## src/rtl/pool_flatten_writer.sv

```systemverilog
// 2x2 max-pool write side: folds each 4-beat window into a signed maximum
// and writes the pooled values sequentially into the flatten BRAM.
module pool_flatten_writer #(
    parameter int DATA_WIDTH             = 16,
    parameter int ADDRESS_LENGTH_FLATTEN = 8,
    parameter int OUT_COUNT              = 16
) (
    input  logic                              clk,
    input  logic                              rstn,
    input  logic                              start,
    input  logic                              clear,
    input  logic                              in_valid,
    input  logic [DATA_WIDTH-1:0]             in_data,
    output logic                              ena_flatten,
    output logic                              wea_flatten,
    output logic [ADDRESS_LENGTH_FLATTEN-1:0] addra_flatten,
    output logic [DATA_WIDTH-1:0]             dina_flatten,
    output logic                              busy,
    output logic                              done,
    output logic                              err
);
    localparam int AW = ADDRESS_LENGTH_FLATTEN;
    localparam int DW = DATA_WIDTH;

    typedef enum logic [1:0] {IDLE, ACCUM, DONE} state_t;

    state_t               state_q, state_d;
    logic [1:0]           phase_q, phase_d;
    logic [AW-1:0]        out_idx_q, out_idx_d;
    logic signed [DW-1:0] max_q, max_d;
    logic                 ena_q, ena_d;
    logic [AW-1:0]        addra_q, addra_d;
    logic [DW-1:0]        dina_q, dina_d;
    logic                 busy_q, busy_d;
    logic                 done_q, done_d;
    logic                 err_q, err_d;

    logic signed [DW-1:0] in_s;
    logic signed [DW-1:0] cand;
    logic                 last_wr;

    assign in_s    = in_data;
    assign cand    = (in_s > max_q) ? in_s : max_q;
    // The write cycle of the final window closes the map; out_idx still
    // points at the address being written during that cycle.
    assign last_wr = ena_q && (out_idx_q == AW'(OUT_COUNT - 1));

    // Next-state, window accumulation and registered BRAM strobes.
    always_comb begin
        state_d   = state_q;
        phase_d   = phase_q;
        out_idx_d = out_idx_q;
        max_d     = max_q;
        ena_d     = 1'b0;
        addra_d   = addra_q;
        dina_d    = dina_q;
        busy_d    = busy_q;
        done_d    = 1'b0;
        err_d     = err_q;
        if (clear) begin
            // Abort wins over everything, including a 4th beat this cycle.
            state_d   = IDLE;
            busy_d    = 1'b0;
            phase_d   = 2'd0;
            out_idx_d = '0;
        end else begin
            case (state_q)
                IDLE: begin
                    if (start) begin
                        state_d   = ACCUM;
                        busy_d    = 1'b1;
                        phase_d   = 2'd0;
                        out_idx_d = '0;
                        err_d     = 1'b0;
                    end
                    if (in_valid) err_d = 1'b1;
                end
                ACCUM: begin
                    if (last_wr) begin
                        state_d   = DONE;
                        busy_d    = 1'b0;
                        done_d    = 1'b1;
                        phase_d   = 2'd0;
                        out_idx_d = '0;
                    end else begin
                        // Address advances once the write has been presented.
                        if (ena_q) out_idx_d = out_idx_q + AW'(1);
                        if (in_valid) begin
                            phase_d = phase_q + 2'd1;
                            case (phase_q)
                                2'd0:    max_d = in_s;
                                2'd3: begin
                                    ena_d   = 1'b1;
                                    addra_d = out_idx_q;
                                    dina_d  = cand;
                                end
                                default: max_d = cand;
                            endcase
                        end
                    end
                end
                DONE: begin
                    state_d = IDLE;
                    if (in_valid) err_d = 1'b1;
                end
                default: state_d = IDLE;
            endcase
        end
    end

    // State and output registers, asynchronously cleared.
    always_ff @(posedge clk or negedge rstn) begin
        if (!rstn) begin
            state_q   <= IDLE;
            phase_q   <= 2'd0;
            out_idx_q <= '0;
            max_q     <= '0;
            ena_q     <= 1'b0;
            addra_q   <= '0;
            dina_q    <= '0;
            busy_q    <= 1'b0;
            done_q    <= 1'b0;
            err_q     <= 1'b0;
        end else begin
            state_q   <= state_d;
            phase_q   <= phase_d;
            out_idx_q <= out_idx_d;
            max_q     <= max_d;
            ena_q     <= ena_d;
            addra_q   <= addra_d;
            dina_q    <= dina_d;
            busy_q    <= busy_d;
            done_q    <= done_d;
            err_q     <= err_d;
        end
    end

    assign ena_flatten   = ena_q;
    assign wea_flatten   = ena_q;
    assign addra_flatten = addra_q;
    assign dina_flatten  = dina_q;
    assign busy          = busy_q;
    assign done          = done_q;
    assign err           = err_q;
endmodule

```

## config.mk

```make
export PLATFORM = sky130hd
export DESIGN_NAME = pool_flatten_writer
export DESIGN_NICKNAME = d
export VERILOG_FILES = /design/src/rtl/pool_flatten_writer.sv
export SDC_FILE = /design/constraint.sdc
export NUM_CORES = 1
export LEC_CHECK = 0
export CAP_MARGIN = 30
export CORE_UTILIZATION = 48
export DETAILED_ROUTE_END_ITERATION = 6
export GPL_TIMING_DRIVEN = 0
export PLACE_DENSITY = 0.76
export SYNTH_ARGS = -nofsm -noshare
export SYNTH_HDL_FRONTEND = slang
export SYNTH_SLANG_ARGS = --single-unit
export TNS_END_PERCENT = 10
```

## constraint.sdc

```tcl
create_clock -name clk -period 2.2 [get_ports clk]
set_input_delay 0.44 -clock clk [delete_from_list [all_inputs] [get_ports clk]]
set_output_delay 0.44 -clock clk [all_outputs]
set_load 0.05 [all_outputs]
```

==> results of run 1 <==
## worst max-delay path: cells and delay by family, from the launching register on
kind                       cells  cell delay (ns)
DFF                            1             0.40
muxes                          1             0.30
adders and majority gates      1             0.29
AOI/OAI and AO/OA              2             0.28
and+or+nand+nor                3             0.77
buffers and inverters          2             0.25
## final cells by class
| type | instances | share of cell area |
|---|---|---|
| Buffer | 11 | 0.0239 |
| Clock buffer | 5 | 0.0173 |
| Clock inverter | 3 | 0.0116 |
| Inverter | 22 | 0.0208 |
| Multi-Input combinational cell | 191 | 0.405 |
| Sequential cell | 56 | 0.353 |
| Tap cell | 75 | 0.0236 |
| Timing Repair Buffer | 58 | 0.145 |
## synth_stat cells
cell type / count / area, sq um
dfrtp_1: 56 / 1400
nor2_1: 32 / 120
inv_1: 22 / 82.6
nand3_1: 22 / 110
o21ai_0: 22 / 110
ha_1: 19 / 238
a31oi_1: 16 / 100
mux2_2: 14 / 158
mux2_4: 10 / 150
nand2_1: 10 / 37.5
a21oi_1: 7 / 35.0
clkbuf_1: 6 / 22.5
nand4_1: 5 / 31.3
xor2_1: 5 / 43.8
buf_2: 3 / 15.0
o21bai_1: 3 / 22.5
buf_4: 2 / 15.0
nor2b_1: 2 / 12.5
o21a_1: 2 / 15.0
a2111o_1: 1 / 11.3
a211oi_1: 1 / 7.51
a21o_1: 1 / 7.51
a22o_1: 1 / 8.76
a2bb2oi_1: 1 / 8.76
a32o_1: 1 / 10.0
a41oi_2: 1 / 16.3
and2_1: 1 / 6.26
and3_1: 1 / 6.26
and3_2: 1 / 7.51
and4_1: 1 / 8.76
buf_8: 1 / 15.0
mux2i_1: 1 / 10.0
nand4_2: 1 / 12.5
nor3_2: 1 / 10.0
nor3b_1: 1 / 7.51
nor4_1: 1 / 6.26
o211ai_1: 1 / 7.51
o21ai_2: 1 / 8.76
o22ai_1: 1 / 6.26
or3b_4: 1 / 11.3
or4_4: 1 / 11.3
xnor2_1: 1 / 8.76
## metrics by stage
| stage | worst slack (ns) | util |
|---|---|---|
| after floorplan | -0.0856 | - |
| after global placement | -1.01 | 0.610 |
| after detailed placement | -0.906 | 0.612 |
| after CTS | -0.149 | 0.660 |
| after global routing | -0.253 | 0.671 |
| final | -0.182 | 0.671 |
## worst max path at each step
stage                     start              end  slack [ns]  cells after the start
CTS                   max_q[11]         max_q[3]       -0.15                      9
detailed placement  in_data[13]  dina_flatten[9]       -0.91                      9
floorplan            in_data[9]        max_q[10]       -0.09                      8
finish                 max_q[6]        max_q[15]       -0.18                      9
global placement           rstn         max_q[0]       -1.01                      1
global route          max_q[13]         max_q[0]       -0.25                      8
## logic make-up after synthesis
kind of cell,synth area share
and+or+nand+nor,0.136
AOI/OAI and AO/OA,0.128
DFF,0.478
buffers and inverters,0.0512
muxes,0.108
adders and majority gates,0.0810
xor gates and xnor gates,0.0179
## where the power goes
group	switching [uW]	internal, uW
clock	355	344
combinational	551	545
sequential	92.0	1140
## state kept, by name (all words and copies together), names as in the netlist
register and count:
dina_flatten 16, max_q 16, addra_flatten 8, out_idx_q 8
phase_q 2, state_q 2, busy 1, done 1
ena_flatten 1, err 1
## routing by layer
metal | part of all wire | global-route usage | vias up
li1 | - | - | 1123
met1 | 0.43 | 0.304 | 1179
met2 | 0.50 | 0.384 | 65
met3 | 0.050 | 0.0432 | 15
met4 | 0.021 | 0.0875 | 0
met5 | 0 | 0 | -
## what timing repair did
action,4_1_cts,5_1_grt
resized for setup,43,27
cloned,1,0
buffers inserted,5,2
pin swaps,13,3
endpoints found under the setup margin,39,39
==> results.ini, run 1 <==
[synth]
yosysSeqAreaShare=0.478
syn-instance-count=281
syn_area_sq_mm=0.00293
ys_ff_latch=56
syn_nets=321
avgSynthCellArea_sq_um=10.4
ys_types=42
synth_warnings=0

[finish]
final_cell_mix=54 x dfrtp_1, 32 x nor2_1, 30 x clkdlybuf4s50_1
multi_input_comb_area_sq_mm=0.00161
nets=385
syn_to_final_growth_pct=35.4
instances_no_fill=421
final_common_cell=dfrtp_1
final_area_sq_mm=0.00397
drive_gt1_frac=0.243
fill_cells=450
seq_area_sq_mm=0.00140
antenna_cells=0

[worst_setup_path]
timing.rr.start=max_q[6]
worst_setup_path_end_kind=flip-flop
critical_path_class=reg2reg
worstPathArrival_ns=2.59
r2r-end=max_q[15]
r2r_slack_ns=-0.18
cp-start-kind=flip-flop
path_max_fanout=6
slowest_delay_ns=0.58
ff2ff_path_depth=9
cp_cell_sequence=inv_1 > ha_1 > nand4_1 > or4_4 > a21oi_2 > nor3_2 > o21ai_4 > buf_12 > mux2_4
cp.required_ns=2.41
crit_path_top_delay_cell=or4_4

[floorplan]
chipWidth_um=80.2
die_h_um=80.2
die_area_sq_mm=0.00643
pin_count=50
coreArea_sq_mm=0.00592
row_count=28
initial_core_util=0.496

[sta]
worst_slack_ns=-0.182
timing.hold.ws_ns=0.0972
slew_viol_final=0
max_slew_margin=0.631
fmax_ghz=0.420
setup_viol=26
finalSetupTns_ns=-2.93
skew_ns=0.00512
worst_slew_pin_slew_ns=0.553
timing_hold_violations_final=0
rsz0062_at_grt=true
fin_crit_sh=1.08
period_needed_ns=2.38

[placement]
placed_area_sq_mm=0.00362
portBuffers=49
gp_congestion=0.835
place_inst=406
dp_hpwl_mm=4.66

[grt]
grt_antenna_before_repair=0
grt-ovfl-total=0
grt_pass1_wl_mm=11.4
grt_max_degree=34
track_usage=0.233
grt_pass1_vias=2383

[pwr]
p_total_uw=3030
ir_drop_mv=0.485
p_leak_uw=0.00182
power.density_mw_per_mm2=762

[routing]
final_antenna_net_count=0
drt-wirelength-per-cell_um=16.2
first_pass_iters=4
route.detailed.drc=0
viasPerCell=5.66
initialDrtViolationCount=103
via_count=2382
drt-total-wl_mm=6.81

[cts]
h-tree-depth=2
clk_latency_ns=0.31
cts_sinks=56
ctsRootBufferMaster=clkbuf_8
cts_max_path_buffers=2
postCtsHoldBufs=0
cts_buffers=5
cts_tree=yes
clkTransAtPathRegs_ns=0.10

[flow_run]
drv_cap=0

[status]
violations=negative setup slack
outcome=finished, violations left

[hold_path]
hold_class=in2async

No activity file was read; power rests on OpenSTA's default activity.
==> run 2, diff against run 1 <==
--- a/config.mk
+++ b/config.mk
@@ -10,7 +10,8 @@
 export DETAILED_ROUTE_END_ITERATION = 6
 export GPL_TIMING_DRIVEN = 0
 export PLACE_DENSITY = 0.76
+export SETUP_SLACK_MARGIN = 0.4
 export SYNTH_ARGS = -nofsm -noshare
 export SYNTH_HDL_FRONTEND = slang
 export SYNTH_SLANG_ARGS = --single-unit
-export TNS_END_PERCENT = 10
+export TNS_END_PERCENT = 100
==> run 2 against run 1 <==
  * The run still ends with negative setup slack left
  * Worst setup slack got worse by 0.083 ns
  * Largest power group is now combinational logic
  * First-iteration DRC count rose by 79%
  * Final cell count rose by 9.0%
  * Critical path type unchanged
  * Hold slack improved by 0.021 ns
  * Power rose by 15%
  * Critical endpoint is now max_q[14]
  * Global-route usage rose by 3.4 points
  * Highest routed layer unchanged
  * Maximum frequency fell by 3.4%
  * Die area did not move
  * Clock power rose by 5.6%
  * Wire length rose by 29%
  * Non-clock buffer count rose by 38
==> results.ini, run 2 (same netlist as run 1, synthesis figures left out) <==
[cts]
cts_buffers=5  ; unchanged
postCtsHoldBufs=0  ; unchanged
h-tree-depth=2  ; unchanged
cts_max_path_buffers=2  ; unchanged
clkTransAtPathRegs_ns=0.10  ; about the same
cts_tree=yes  ; unchanged
clk_latency_ns=0.33  ; was 0.31 ns
ctsRootBufferMaster=clkbuf_8  ; unchanged
cts_sinks=56  ; unchanged

[grt]
track_usage=0.267  ; was 0.233
grt_max_degree=31  ; was 34
grt_pass1_wl_mm=13.0  ; was 11.4 mm
grt_antenna_before_repair=0  ; unchanged
grt_pass1_vias=2696  ; was 2383
grt-ovfl-total=0  ; unchanged

[sta]
timing.hold.ws_ns=0.118  ; was 0.0972 ns
skew_ns=0.0173  ; was 0.00512 ns
fmax_ghz=0.406  ; was 0.420 GHz
worst_slew_pin_slew_ns=0.616  ; was 0.553 ns
worst_slack_ns=-0.266  ; was -0.182 ns
fin_crit_sh=1.12  ; was 1.08
max_slew_margin=0.590  ; was 0.631
timing_hold_violations_final=0  ; unchanged
slew_viol_final=0  ; unchanged
finalSetupTns_ns=-4.01  ; was -2.93 ns
rsz0062_at_grt=true  ; unchanged
period_needed_ns=2.47  ; was 2.38 ns
setup_viol=27  ; was 26

[finish]
antenna_cells=0  ; unchanged
final_common_cell=dfrtp_1  ; unchanged
drive_gt1_frac=0.378  ; was 0.243
nets=423  ; was 385
postLayoutCoreUtil=0.758  ; was 0.671
syn_to_final_growth_pct=53.0  ; was 35.4%
final_cell_mix=54 x dfrtp_1, 43 x dlygate4sd2_1, 35 x buf_4  ; was 54 x dfrtp_1, 32 x nor2_1, 30 x clkdlybuf4s50_1

[worst_setup_path]
cp-start-kind=flip-flop  ; unchanged
worstPathArrival_ns=2.68  ; was 2.59 ns
path_max_fanout=8  ; was 6
cp.required_ns=2.41  ; about the same
crit_buf_inv=3  ; was 2
critical_path_class=reg2reg  ; unchanged
worst_setup_path_end_kind=flip-flop  ; unchanged
critical-path-top-delay-family=simple AND/OR/NAND/NOR gates  ; unchanged
crit_path_top_delay_cell=or4_4  ; unchanged
cp_cell_sequence=inv_1 > ha_4 > nand4_4 > or4_4 > a21oi_2 > nor3_2 > o21ai_4 > buf_12 > buf_8 > mux2_4  ; was inv_1 > ha_1 > nand4_1 > or4_4 > a21oi_2 > nor3_2 > o21ai_4 > buf_12 > mux2_4
slowest_delay_ns=0.57  ; was 0.58 ns

[routing]
drt-total-wl_mm=8.81  ; was 6.81 mm
viasPerCell=5.86  ; was 5.66
route.detailed.drc=0  ; unchanged
final_antenna_net_count=0  ; unchanged
initialDrtViolationCount=184  ; was 103
via_count=2689  ; was 2382
drt-wirelength-per-cell_um=19.2  ; was 16.2 um
first_pass_iters=5  ; was 4

[floorplan]
coreArea_sq_mm=0.00592  ; unchanged
row_count=28  ; unchanged
die_h_um=80.2  ; unchanged
initial_core_util=0.496  ; unchanged
die_area_sq_mm=0.00643  ; unchanged
chipWidth_um=80.2  ; unchanged
pin_count=50  ; unchanged

[placement]
gp_congestion=0.860  ; was 0.835
dp_hpwl_mm=4.65  ; was 4.66 mm
place_worst_setup_slack_ns=-0.875  ; was -0.906 ns
portBuffers=49  ; unchanged

[status]
violations=negative setup slack  ; unchanged
outcome=finished, violations left  ; unchanged

[pwr]
p_total_uw=3490  ; was 3030 uW
power.density_mw_per_mm2=778  ; was 762 mW/mm^2
p_leak_uw=0.00218  ; was 0.00182 uW
ir_drop_mv=0.413  ; was 0.485 mV

[flow_run]
drv_cap=0  ; unchanged

[hold_path]
hold_class=in2async  ; unchanged

-- run 2: cell types whose count changed in the layout (fill, tap and decap cells not counted), moves of 4 or more --
cell / change
inv_2: +4
o21ai_0: -6
dlygate4sd2_1: +26
buf_4: +25
clkdlybuf4s50_1: -28
buf_6: +6
o21ai_1: -6
inv_1: -4
mux2_2: -7
buf_8: +4
mux2_4: +7
o21ai_2: +11
-- run 2: area by class of cell --
| class | instances | area (sq um) |
|---|---|---|
| Fill cell | 366 | 1430 |
| Sequential cell | 56 | 1400 |
| Clock inverter | 2 | 38.8 |
| Tap cell | 75 | 93.8 |
| Inverter | 22 | 82.6 |
| Multi-Input combinational cell | 191 | 1750 |
| Timing Repair Buffer | 95 | 873 |
| Clock buffer | 6 | 82.6 |
| Buffer | 12 | 160 |
-- run 2: layer usage --
layer / vias up / wire, um / GRT usage
li1: 1203 / - / -
met1: 1326 / 3560 / 0.343
met2: 125 / 4370 / 0.444
met3: 35 / 562 / 0.0489
met4: 0 / 314 / 0.107
met5: - / 0 / 0
-- run 2: report_power, final --
group	total [uW]	switching (uW)	internal [uW]
Clock	737	364	373
Sequential	1240	102	1140
Combinational	1510	719	793
-- run 2: path summary, 6_finish.rpt --
check	startpoint	end	slack, ns	cells after the start
min in group clk	clear	busy	0.47	2
worst max register to register	max_q[14]	max_q[14]	-0.27	10
worst max-delay path	max_q[14]	max_q[14]	-0.27	10
worst min-delay path	rstn	addra_flatten[5]	0.12	1
max in group asynchronous	rstn	max_q[4]	1.49	2
worst min register to register	err	err	0.51	1
-- run 2: through the flow --
stage	cell area, sq um	std cells
after global routing	4490	459
after detailed placement	3730	406
final	4490	459
after global placement	3720	405
after floorplan	3130	281
after CTS	4290	443
-- run 2: what timing repair did --
action                                  CTS  global route
gates resized for setup                  98            26
buffers inserted                         25            16
gates cloned                              4             0
pin swaps                                34            19
endpoints found under the setup margin   70            49
